$ cat src/rtl/alu_seq.sv
// Multi-cycle sequential ALU: single-cycle logic/arith ops, radix-2 Booth multiply and
// restoring divide. Results and flags are registered and only change when entering DONE.
module alu_seq (
  input  logic        clk,
  input  logic        rst,
  input  logic        start_i,
  input  logic [3:0]  op_i,
  input  logic [15:0] a_i,
  input  logic [15:0] b_i,
  output logic [15:0] acc_o,
  output logic [15:0] acc_hi_o,
  output logic        zero_o,
  output logic        neg_o,
  output logic        carry_o,
  output logic        ovf_o,
  output logic        busy_o,
  output logic        done_o,
  output logic        err_o
);

  localparam logic [2:0] StIdle = 3'd0;
  localparam logic [2:0] StExec = 3'd1;
  localparam logic [2:0] StMul  = 3'd2;
  localparam logic [2:0] StDiv  = 3'd3;
  localparam logic [2:0] StDone = 3'd4;

  localparam logic [3:0] OpAdd = 4'd0;
  localparam logic [3:0] OpSub = 4'd1;
  localparam logic [3:0] OpAnd = 4'd2;
  localparam logic [3:0] OpOr  = 4'd3;
  localparam logic [3:0] OpXor = 4'd4;
  localparam logic [3:0] OpNot = 4'd5;
  localparam logic [3:0] OpShl = 4'd6;
  localparam logic [3:0] OpShr = 4'd7;
  localparam logic [3:0] OpSar = 4'd8;
  localparam logic [3:0] OpMul = 4'd9;
  localparam logic [3:0] OpDiv = 4'd10;

  logic [2:0]  state_q, state_d;
  logic [3:0]  op_q, op_d;
  logic [15:0] a_q, a_d, b_q, b_d;
  // hi is one bit wider so Booth add/sub of a full-range multiplicand cannot overflow
  logic [16:0] hi_q, hi_d;
  logic [15:0] lo_q, lo_d;
  logic        qm1_q, qm1_d;
  logic [4:0]  cnt_q, cnt_d;
  logic        load, done_d;

  logic [15:0] acc_q, acc_hi_q;
  logic        zero_q, neg_q, carry_q, ovf_q, err_q, done_q;

  logic [15:0] res_acc, res_hi;
  logic        res_carry, res_ovf, res_err;

  logic [16:0] mcand, booth_sum, div_r, div_sub;

  assign mcand   = {a_q[15], a_q};
  assign div_r   = {hi_q[15:0], lo_q[15]};
  assign div_sub = div_r - {1'b0, b_q};

  always_comb begin
    booth_sum = hi_q;
    unique case ({lo_q[0], qm1_q})
      2'b01:   booth_sum = hi_q + mcand;
      2'b10:   booth_sum = hi_q - mcand;
      default: booth_sum = hi_q;
    endcase
  end

  always_comb begin
    state_d = state_q;
    op_d    = op_q;
    a_d     = a_q;
    b_d     = b_q;
    hi_d    = hi_q;
    lo_d    = lo_q;
    qm1_d   = qm1_q;
    cnt_d   = cnt_q;
    load    = 1'b0;
    done_d  = 1'b0;
    unique case (state_q)
      StIdle: begin
        if (start_i) begin
          op_d  = op_i;
          a_d   = a_i;
          b_d   = b_i;
          cnt_d = '0;
          hi_d  = '0;
          qm1_d = 1'b0;
          if (op_i == OpMul) begin
            lo_d    = b_i;
            state_d = StMul;
          end else if (op_i == OpDiv) begin
            lo_d    = a_i;
            state_d = StDiv;
          end else begin
            state_d = StExec;
          end
        end
      end
      StExec: begin
        load    = 1'b1;
        done_d  = 1'b1;
        state_d = StDone;
      end
      StMul: begin
        if (cnt_q == 5'd16) begin
          load    = 1'b1;
          done_d  = 1'b1;
          state_d = StDone;
        end else begin
          hi_d  = {booth_sum[16], booth_sum[16:1]};
          lo_d  = {booth_sum[0], lo_q[15:1]};
          qm1_d = lo_q[0];
          cnt_d = cnt_q + 5'd1;
        end
      end
      StDiv: begin
        if (b_q == 16'h0000 || cnt_q == 5'd16) begin
          load    = 1'b1;
          done_d  = 1'b1;
          state_d = StDone;
        end else begin
          if (!div_sub[16]) begin
            hi_d = div_sub;
            lo_d = {lo_q[14:0], 1'b1};
          end else begin
            hi_d = div_r;
            lo_d = {lo_q[14:0], 1'b0};
          end
          cnt_d = cnt_q + 5'd1;
        end
      end
      StDone:  state_d = StIdle;
      default: state_d = StIdle;
    endcase
  end

  always_comb begin
    res_acc   = '0;
    res_hi    = '0;
    res_carry = 1'b0;
    res_ovf   = 1'b0;
    res_err   = 1'b0;
    case (op_q)
      OpAdd: begin
        {res_carry, res_acc} = {1'b0, a_q} + {1'b0, b_q};
        res_ovf = (a_q[15] == b_q[15]) && (res_acc[15] != a_q[15]);
      end
      OpSub: begin
        res_acc   = a_q - b_q;
        res_carry = a_q < b_q;
        res_ovf   = (a_q[15] != b_q[15]) && (res_acc[15] != a_q[15]);
      end
      OpAnd: res_acc = a_q & b_q;
      OpOr:  res_acc = a_q | b_q;
      OpXor: res_acc = a_q ^ b_q;
      OpNot: res_acc = ~a_q;
      // Shifts carry an extra guard bit that ends up holding the last bit shifted out
      OpShl: {res_carry, res_acc} = {1'b0, a_q} << b_q[3:0];
      OpShr: {res_acc, res_carry} = {a_q, 1'b0} >> b_q[3:0];
      OpSar: {res_acc, res_carry} = $signed({a_q, 1'b0}) >>> b_q[3:0];
      OpMul: begin
        res_acc = lo_q;
        res_hi  = hi_q[15:0];
        res_ovf = hi_q[15:0] != {16{lo_q[15]}};
      end
      OpDiv: begin
        if (b_q == 16'h0000) begin
          res_acc = 16'hFFFF;
          res_hi  = a_q;
          res_err = 1'b1;
        end else begin
          res_acc = lo_q;
          res_hi  = hi_q[15:0];
        end
      end
      default: res_err = 1'b1;
    endcase
  end

  always_ff @(posedge clk or negedge rst) begin
    if (!rst) begin
      state_q  <= StIdle;
      op_q     <= '0;
      a_q      <= '0;
      b_q      <= '0;
      hi_q     <= '0;
      lo_q     <= '0;
      qm1_q    <= 1'b0;
      cnt_q    <= '0;
      acc_q    <= '0;
      acc_hi_q <= '0;
      zero_q   <= 1'b0;
      neg_q    <= 1'b0;
      carry_q  <= 1'b0;
      ovf_q    <= 1'b0;
      err_q    <= 1'b0;
      done_q   <= 1'b0;
    end else begin
      state_q <= state_d;
      op_q    <= op_d;
      a_q     <= a_d;
      b_q     <= b_d;
      hi_q    <= hi_d;
      lo_q    <= lo_d;
      qm1_q   <= qm1_d;
      cnt_q   <= cnt_d;
      done_q  <= done_d;
      if (load) begin
        acc_q    <= res_acc;
        acc_hi_q <= res_hi;
        zero_q   <= res_acc == 16'h0000;
        neg_q    <= res_acc[15];
        carry_q  <= res_carry;
        ovf_q    <= res_ovf;
        err_q    <= res_err;
      end
    end
  end

  assign acc_o    = acc_q;
  assign acc_hi_o = acc_hi_q;
  assign zero_o   = zero_q;
  assign neg_o    = neg_q;
  assign carry_o  = carry_q;
  assign ovf_o    = ovf_q;
  assign err_o    = err_q;
  assign done_o   = done_q;
  assign busy_o   = (state_q == StExec) || (state_q == StMul) || (state_q == StDiv);

endmodule

$ cat config.mk
export PLATFORM = sky130hd
export DESIGN_NAME = alu_seq
export DESIGN_NICKNAME = d
export VERILOG_FILES = /design/src/rtl/alu_seq.sv
export SDC_FILE = /design/constraint.sdc
export NUM_CORES = 1
export LEC_CHECK = 0
export CAP_MARGIN = 20
export CORE_MARGIN = 10
export CORE_UTILIZATION = 48
export CTS_BUF_LIST = sky130_fd_sc_hd__clkbuf_4 sky130_fd_sc_hd__clkbuf_8
export DETAILED_ROUTE_END_ITERATION = 6
export DONT_BUFFER_PORTS = 1
export GPL_TIMING_DRIVEN = 0
export PLACE_DENSITY = 0.72
export SYNTH_ARGS = -nofsm -noshare
export SYNTH_HDL_FRONTEND = slang
export SYNTH_SLANG_ARGS = --single-unit
$ cat constraint.sdc
create_clock -name clk -period 8.6 [get_ports clk]
set_input_delay 0.43 -clock clk [delete_from_list [all_inputs] [get_ports clk]]
set_output_delay 0.43 -clock clk [all_outputs]
set_load 0.05 [all_outputs]
==> run_results.csv, run 1 <==
group,metric,value,unit
outcome,status,"complete, no violations",
synthesis,synth_flop_cell,"dfrtp_1",
setup_path,critPathLaunchType,"register",
final_layout,drive_gt1_share,7.21,%
synthesis,synth_top_area_share,24.3,%
synthesis,synth_most_common_cell,"nand2_1",
placement,gp_congestion,1.05,
synthesis,synth_area_leaders,"dfrtp_1, ha_1, o21ai_0, nand2_1, a21oi_1",
timing,worst_pin_slew,1100,ps
setup_path,cpPeakStageDelay,690,ps
setup_path,worstPathCellList,"inv_1 > clkbuf_1 > clkbuf_1 > ha_1 > a21o_1 > a21oi_1 > o21bai_1 > a21o_1 > a2111oi_0 > o41ai_1 > a21o_1 > a21o_1 > ha_1 > buf_1 > mux2_2 > a32oi_1 > nand2_1",
setup_path,crit_start,"b_q[2]",
min_path,worstHoldStart,"op_i[1]",
synthesis,synth_nets,1654,
global_routing,grt_pass1_vias,12100,
timing,maxSlewHeadroom,26.2,%
floorplan,die_height,177,um
clock_network,post_cts_resize_count,0,
synthesis,yosys_warnings,0,
floorplan,design.die.area,31300,sq um
floorplan,fp.dieW,177,um
min_path,hold_path_class,"input port to register",
timing,rsz0062_at_grt,"no",
synthesis,yosysSeqAreaShare,24.3,%
final_layout,antenna_cells,0,
clock_network,clk_pin_slew,100,ps
setup_path,cp_max_fo,12,
drt,drt-initial-drc-count,1908,
global_routing,grtUsageTotal,33.8,%
placement,port_buffers,0,
synthesis,synth_cell_types,89,
setup_path,cp.required,8970,ps
clock_network,clk_latency,490,ps
timing,maxSlewViolCount,0,
timing,period_needed,6070,ps
global_routing,antenna_found_initial,0,
setup_path,cpMaxStageDelayCell,"clkbuf_1",
synthesis,synthArstFlopShare,100,%
drt,wl,53600,um
global_routing,grt_first_pass_wirelength,79900,um
clock_network,cts_buffer_depth,2,
job,max_cap_violations,0,
clock_network,h-tree-depth,4,
synthesis,postSynthAreaPerCell,7.78,sq um
drt,routedWlPerCell,28.5,um
clock_network,root_buffer,"clkbuf_8",
drt,viasPerCell,6.82,
synthesis,synth_seq_cells,115,
floorplan,io_pins,78,
drt,ant_nets,0,
drt,drcViolationCount,0,
setup_path,crit_arrival,6450,ps
timing,max_freq,0.165,GHz
final_layout,nets,1675,
global_routing,grt_max_degree,116,
setup_path,crit_family,"compound AO/OA/AOI/OAI gates",
clock_network,cts.sinks,115,
synthesis,netlist_top_cells_count,"nand2_1, nor2_1, o21ai_0",
clock_network,numCtsBuffers,17,
clock_network,cts_tree,"yes",
timing,hold_viol_final,0,
placement,dp_hpwl,42100,um
floorplan,num_rows,57,
drt,dr.pass1.iters,6,
final_layout,area_delta_synth_final,7.05,%
floorplan,start_util,48.7,%
timing,setup_viol,0,
setup_path,critical_path_class,"register to register",
timing,fin_skew,15.8,ps
synthesis,synth_edf_count,0,
synthesis,syn-instance-count,1519,
synthesis,synth_top_cell_by_area,"dfrtp_1",
floorplan,core-area,24200,sq um
drt,vias,12800,
setup_path,crit_path_end_kind,"register",
setup_path,crit_path_frequent_cell,"a21o_1",
timing,fin_crit_sh,70.6,%
global_routing,overflow,0,
setup_path,rr_startpoint,"b_q[2]",
setup_path,cp_num_buf_inv,4,
synthesis,syn_area,11800,sq um
timing,tns,0,ps
[stage by stage]
stage | setup slack (ps) | instance area [sq um] | cells | hold slack [ps] | utilization (%)
3_5_place_dp | 2730 | 12200 | 1843 | 141 | 50.4
3_3_place_gp | 2740 | 12200 | 1843 | 140 | 50.4
4_1_cts | 2710 | 12700 | 1877 | 62.1 | 52.2
6_report | 2530 | 12700 | 1877 | 59.2 | 52.2
2_1_floorplan | 4030 | 11800 | 1519 | 134 | -
5_1_grt | 2310 | 12700 | 1877 | 71.7 | 52.2
[timing repair]
item,CTS,global route
hold buffers,2,0
endpoints found under the hold margin,115,0
endpoints found under the setup margin,0,0
setup buffers,0,0
[area by class of cell]
type,instances,area [sq um]
multi-input cells,1223,8200
fillers,2377,11600
inverters,72,270
plain buffers,109,474
flip-flops and latches,115,2880
clock inverters,15,156
well taps,324,405
repair buffers,2,37.5
clock buffers,17,234
[cells by family after synthesis]
group | after synthesis | synth area share (%)
AND/OR/NAND/NOR | 507 | 19.6
AO/OA/AOI/OAI | 495 | 27.3
buffers and inverters | 181 | 6.30
flip-flops | 115 | 24.3
adder cells (fa/ha/maj) | 96 | 10.4
multiplexers | 78 | 8.55
XOR/XNOR | 47 | 3.48
[state kept, by name (all words and copies together), names as in the netlist, 3 cells and up]
| register | cells |
|---|---|
| op_q | 4 |
| b_q | 16 |
| state_q | 3 |
| cnt_q | 5 |
| a_q | 16 |
| acc_hi_o | 16 |
| acc_o | 16 |
| lo_q | 16 |
| hi_q | 17 |
[worst paths after layout]
check,slack [ps],depth (start not counted),to
max reg2reg,2530,17,hi_q[12]
max,2530,17,hi_q[12]
max in group asynchronous,7490,2,b_q[8]
min in group asynchronous,460,2,acc_o[11]
min,60,2,op_q[1]
min reg2reg,530,2,hi_q[16]
[layer usage]
layer | up-vias | global-route usage (%) | part of all wire, %
met3 | 184 | 8.17 | 12
met2 | 916 | 51.0 | 43
met1 | 6107 | 44.6 | 39
met5 | - | 0 | 0
li1 | 5593 | - | -
met4 | 0 | 15.9 | 5.5
[cells in the final DEF, fill, tap and decap left out, types with 15 or more instances in the layout]
master / synthesis / layout
a211oi_1: 23 / 23
dfrtp_1: 115 / 115
ha_1: 92 / 92
nand3_1: 34 / 34
a31oi_1: 20 / 20
mux4_2: 15 / 15
mux2i_1: 32 / 32
nand2_1: 176 / 176
xnor2_1: 30 / 30
nor2_1: 154 / 154
a21o_1: 22 / 22
inv_1: 70 / 70
a21oi_1: 120 / 120
clkbuf_8: 0 / 17
clkbuf_1: 77 / 77
nor2b_1: 19 / 19
xor2_1: 17 / 17
mux2_2: 26 / 26
o21ai_0: 135 / 135
nand4_1: 15 / 15
a22oi_1: 22 / 22
nor3_1: 38 / 38
Power of run 1 is not shown: default switching activity piles up to over one toggle a cycle in this logic, so the estimate is an artifact.
==> run 2, diff against run 1 <==
Settings changed: ABC_AREA set to 1.
Clock period 8.6 ns to 6.35 ns, I/O delays scaled along.
==> run 2 against run 1 <==
  * First-iteration DRC count is 4.6% lower
  * Sequential share of layout area shrank 1.1 points
  * Critical path type unchanged
  * Synthesized cell count rose by 32%
==> run_results.csv, run 2 <==
group,metric,value,unit
floorplan,fp.dieW,180,um
final_layout,drive_gt1_share,5.80,%
setup_path,rr_startpoint,"b_q[3]",
floorplan,die_height,180,um
setup_path,cp_max_fo,12,
final_layout,nets,2191,
clock_network,root_buffer,"clkbuf_8",
clock_network,cts_buffer_depth,2,
global_routing,antenna_found_initial,2,
global_routing,grtUsageTotal,31.5,%
placement,gp_congestion,1.09,
synthesis,syn-instance-count,2011,
global_routing,overflow,0,
setup_path,crit_path_end_kind,"register",
timing,fin_skew,23.6,ps
clock_network,cts_tree,"yes",
timing,maxSlewViolCount,0,
drt,ant_nets,0,
setup_path,critPathLaunchType,"register",
clock_network,cts.sinks,115,
outcome,status,"complete, no violations",
timing,hold_viol_final,0,
timing,period_needed,4840,ps
timing,rsz0062_at_grt,"no",
clock_network,h-tree-depth,4,
timing,worst_pin_slew,1000,ps
synthesis,synth_edf_count,0,
drt,drcViolationCount,0,
global_routing,grt_pass1_vias,13500,
drt,wl,52900,um
drt,dr.pass1.iters,6,
setup_path,crit_arrival,5190,ps
synthesis,synth_area_leaders,"dfrtp_1, nand2_1, ha_1, nand3_1, inv_1",
setup_path,crit_start,"b_q[3]",
setup_path,cpPeakStageDelay,720,ps
synthesis,syn_area,12200,sq um
synthesis,synth_top_area_share,23.5,%
clock_network,clk_pin_slew,90,ps
min_path,min_path_cells,2,
floorplan,design.die.area,32300,sq um
synthesis,synth_most_common_cell,"nand2_1",
setup_path,cp_num_cells,21,
floorplan,io_pins,78,
setup_path,cpMaxStageDelayCell,"clkbuf_1",
placement,port_buffers,0,
floorplan,num_rows,58,
synthesis,postSynthAreaPerCell,6.08,sq um
setup_path,crit_family,"buffers and inverters",
drt,vias,14300,
timing,tns,0,ps
setup_path,crit_path_frequent_cell,"nand2_1",
synthesis,synth_cell_types,48,
final_layout,n_fill_cell,2645,
synthesis,synth_top_cell_by_area,"dfrtp_1",
timing,maxSlewHeadroom,32.9,%
setup_path,cp_num_buf_inv,7,
global_routing,grt_first_pass_wirelength,80000,um
synthesis,yosys_warnings,0,
min_path,worstHoldStart,"a_i[8]",
final_layout,top_register,"hi_q",
setup_path,reg2reg_depth,21,
synthesis,netlist_top_cells_count,"nand2_1, inv_1, nand3_1",
synthesis,synthArstFlopShare,100,%
final_layout,layout_common_cells,"nand2_1, inv_1, nand3_1, nor2_1, o21ai_0",
setup_path,cp.required,6700,ps
final_layout,final_common_cell,"nand2_1",
min_path,hold_path_class,"input port to register",
drt,viasPerCell,5.95,
synthesis,synth_flop_cell,"dfrtp_1",
setup_path,worstPathCellList,"buf_6 > inv_1 > clkbuf_1 > ha_1 > o21ai_0 > nand2_1 > inv_1 > o21ai_0 > nand2_1 > nand2_1 > nand2_1 > a21oi_1 > or2_2 > ha_1 > clkbuf_1 > inv_1 > clkbuf_1 > o21ai_0 > o22ai_1 > nand2_1 > o21ai_0",
floorplan,start_util,48.7,%
clock_network,post_cts_resize_count,0,
timing,fin_crit_sh,76.3,%
setup_path,critical_path_class,"register to register",
synthesis,synth_nets,2146,
timing,max_freq,0.206,GHz
drt,routedWlPerCell,22.1,um
final_layout,area_delta_synth_final,8.60,%
global_routing,grt_max_degree,116,
synthesis,synth_seq_cells,115,
placement,dp_hpwl,41900,um
clock_network,clk_latency,490,ps
clock_network,numCtsBuffers,17,
timing,setup_viol,0,
final_layout,largest_reg_flops,17,
floorplan,core-area,25100,sq um
job,max_cap_violations,0,
drt,drt-initial-drc-count,1820,
synthesis,yosysSeqAreaShare,23.5,%
## run 2: cell types whose count changed in the layout (fill, tap and decap cells not counted), sizes merged, moves of 21 or more
| cell | before | now |
|---|---|---|
| nand2 | 176 | 626 |
| a211oi | 24 | 3 |
| mux2 | 31 | 0 |
| dlygate4sd3 | 1 | 25 |
| clkbuf | 94 | 47 |
| o21ai | 137 | 173 |
| nor2 | 154 | 207 |
| nand3 | 34 | 207 |
| inv | 82 | 232 |
| mux2i | 32 | 0 |
| nor3 | 38 | 15 |
| xnor2 | 30 | 2 |
## run 2: worst reg2reg max path: cells and delay by family, from the launching register on
family / cells / cell delay [ps]
simple gates: 6 / 750
fa+ha+maj: 2 / 680
flops: 1 / 430
compound gates: 6 / 750
buf+inv: 7 / 2110
## run 2: what timing repair did
| item | CTS | global route |
|---|---|---|
| endpoints found under the hold margin | 139 | 0 |
| buffers inserted | 0 | 0 |
| hold buffers | 26 | 0 |
## run 2: final cells by class
cell class	instances	area (sq um)	area share [%]
Clock inverter	15	124	0.933
Timing Repair Buffer	26	278	2.09
Tap cell	330	413	3.11
Multi-Input combinational cell	1586	8090	60.9
Clock buffer	17	234	1.76
Sequential cell	115	2880	21.7
Buffer	80	395	2.98
Antenna cell	1	2.50	0.0188
Inverter	230	863	6.50
## run 2: cell families after synthesis
| family | after synthesis | synth area share, % |
|---|---|---|
| adder cells (fa/ha/maj) | 96 | 10.1 |
| flip-flops | 115 | 23.5 |
| XOR/XNOR | 20 | 1.43 |
| AO/OA/AOI/OAI | 364 | 16.6 |
| AND/OR/NAND/NOR | 1106 | 38.1 |
| buffers and inverters | 310 | 10.3 |
## run 2: stage by stage
| step | cells | worst slack (ps) | cell area, sq um | utilization, % | hold slack, ps |
|---|---|---|---|---|---|
| after global placement | 2341 | 1710 | 12600 | 50.3 | 28.0 |
| after CTS | 2399 | 1640 | 13300 | 52.9 | 6.32 |
| final | 2400 | 1510 | 13300 | 52.9 | 8.57 |
| after floorplan | 2011 | 2670 | 12200 | - | 21.9 |
| after global routing | 2399 | 1210 | 13300 | 52.9 | 29.2 |
| after detailed placement | 2341 | 1650 | 12600 | 50.3 | 27.8 |
## run 2: worst paths after layout
check | end | slack (ps)
worst min-delay path | a_q[8] | 9
min in group asynchronous | acc_o[0] | 390
worst max register to register | hi_q[1] | 1510
max in group asynchronous | lo_q[5] | 5360
worst min register to register | hi_q[16] | 560
worst max-delay path | hi_q[1] | 1510
## run 2: metal layers
layer | up-vias | GRT usage [%] | share of wire [%]
li1 | 6686 | - | -
met1 | 6634 | 37.7 | 39
met2 | 791 | 51.0 | 45
met3 | 163 | 8.57 | 11
met4 | 2 | 15.7 | 5.3
met5 | - | 0 | 0.025
Power of run 2 is left out for the same reason.
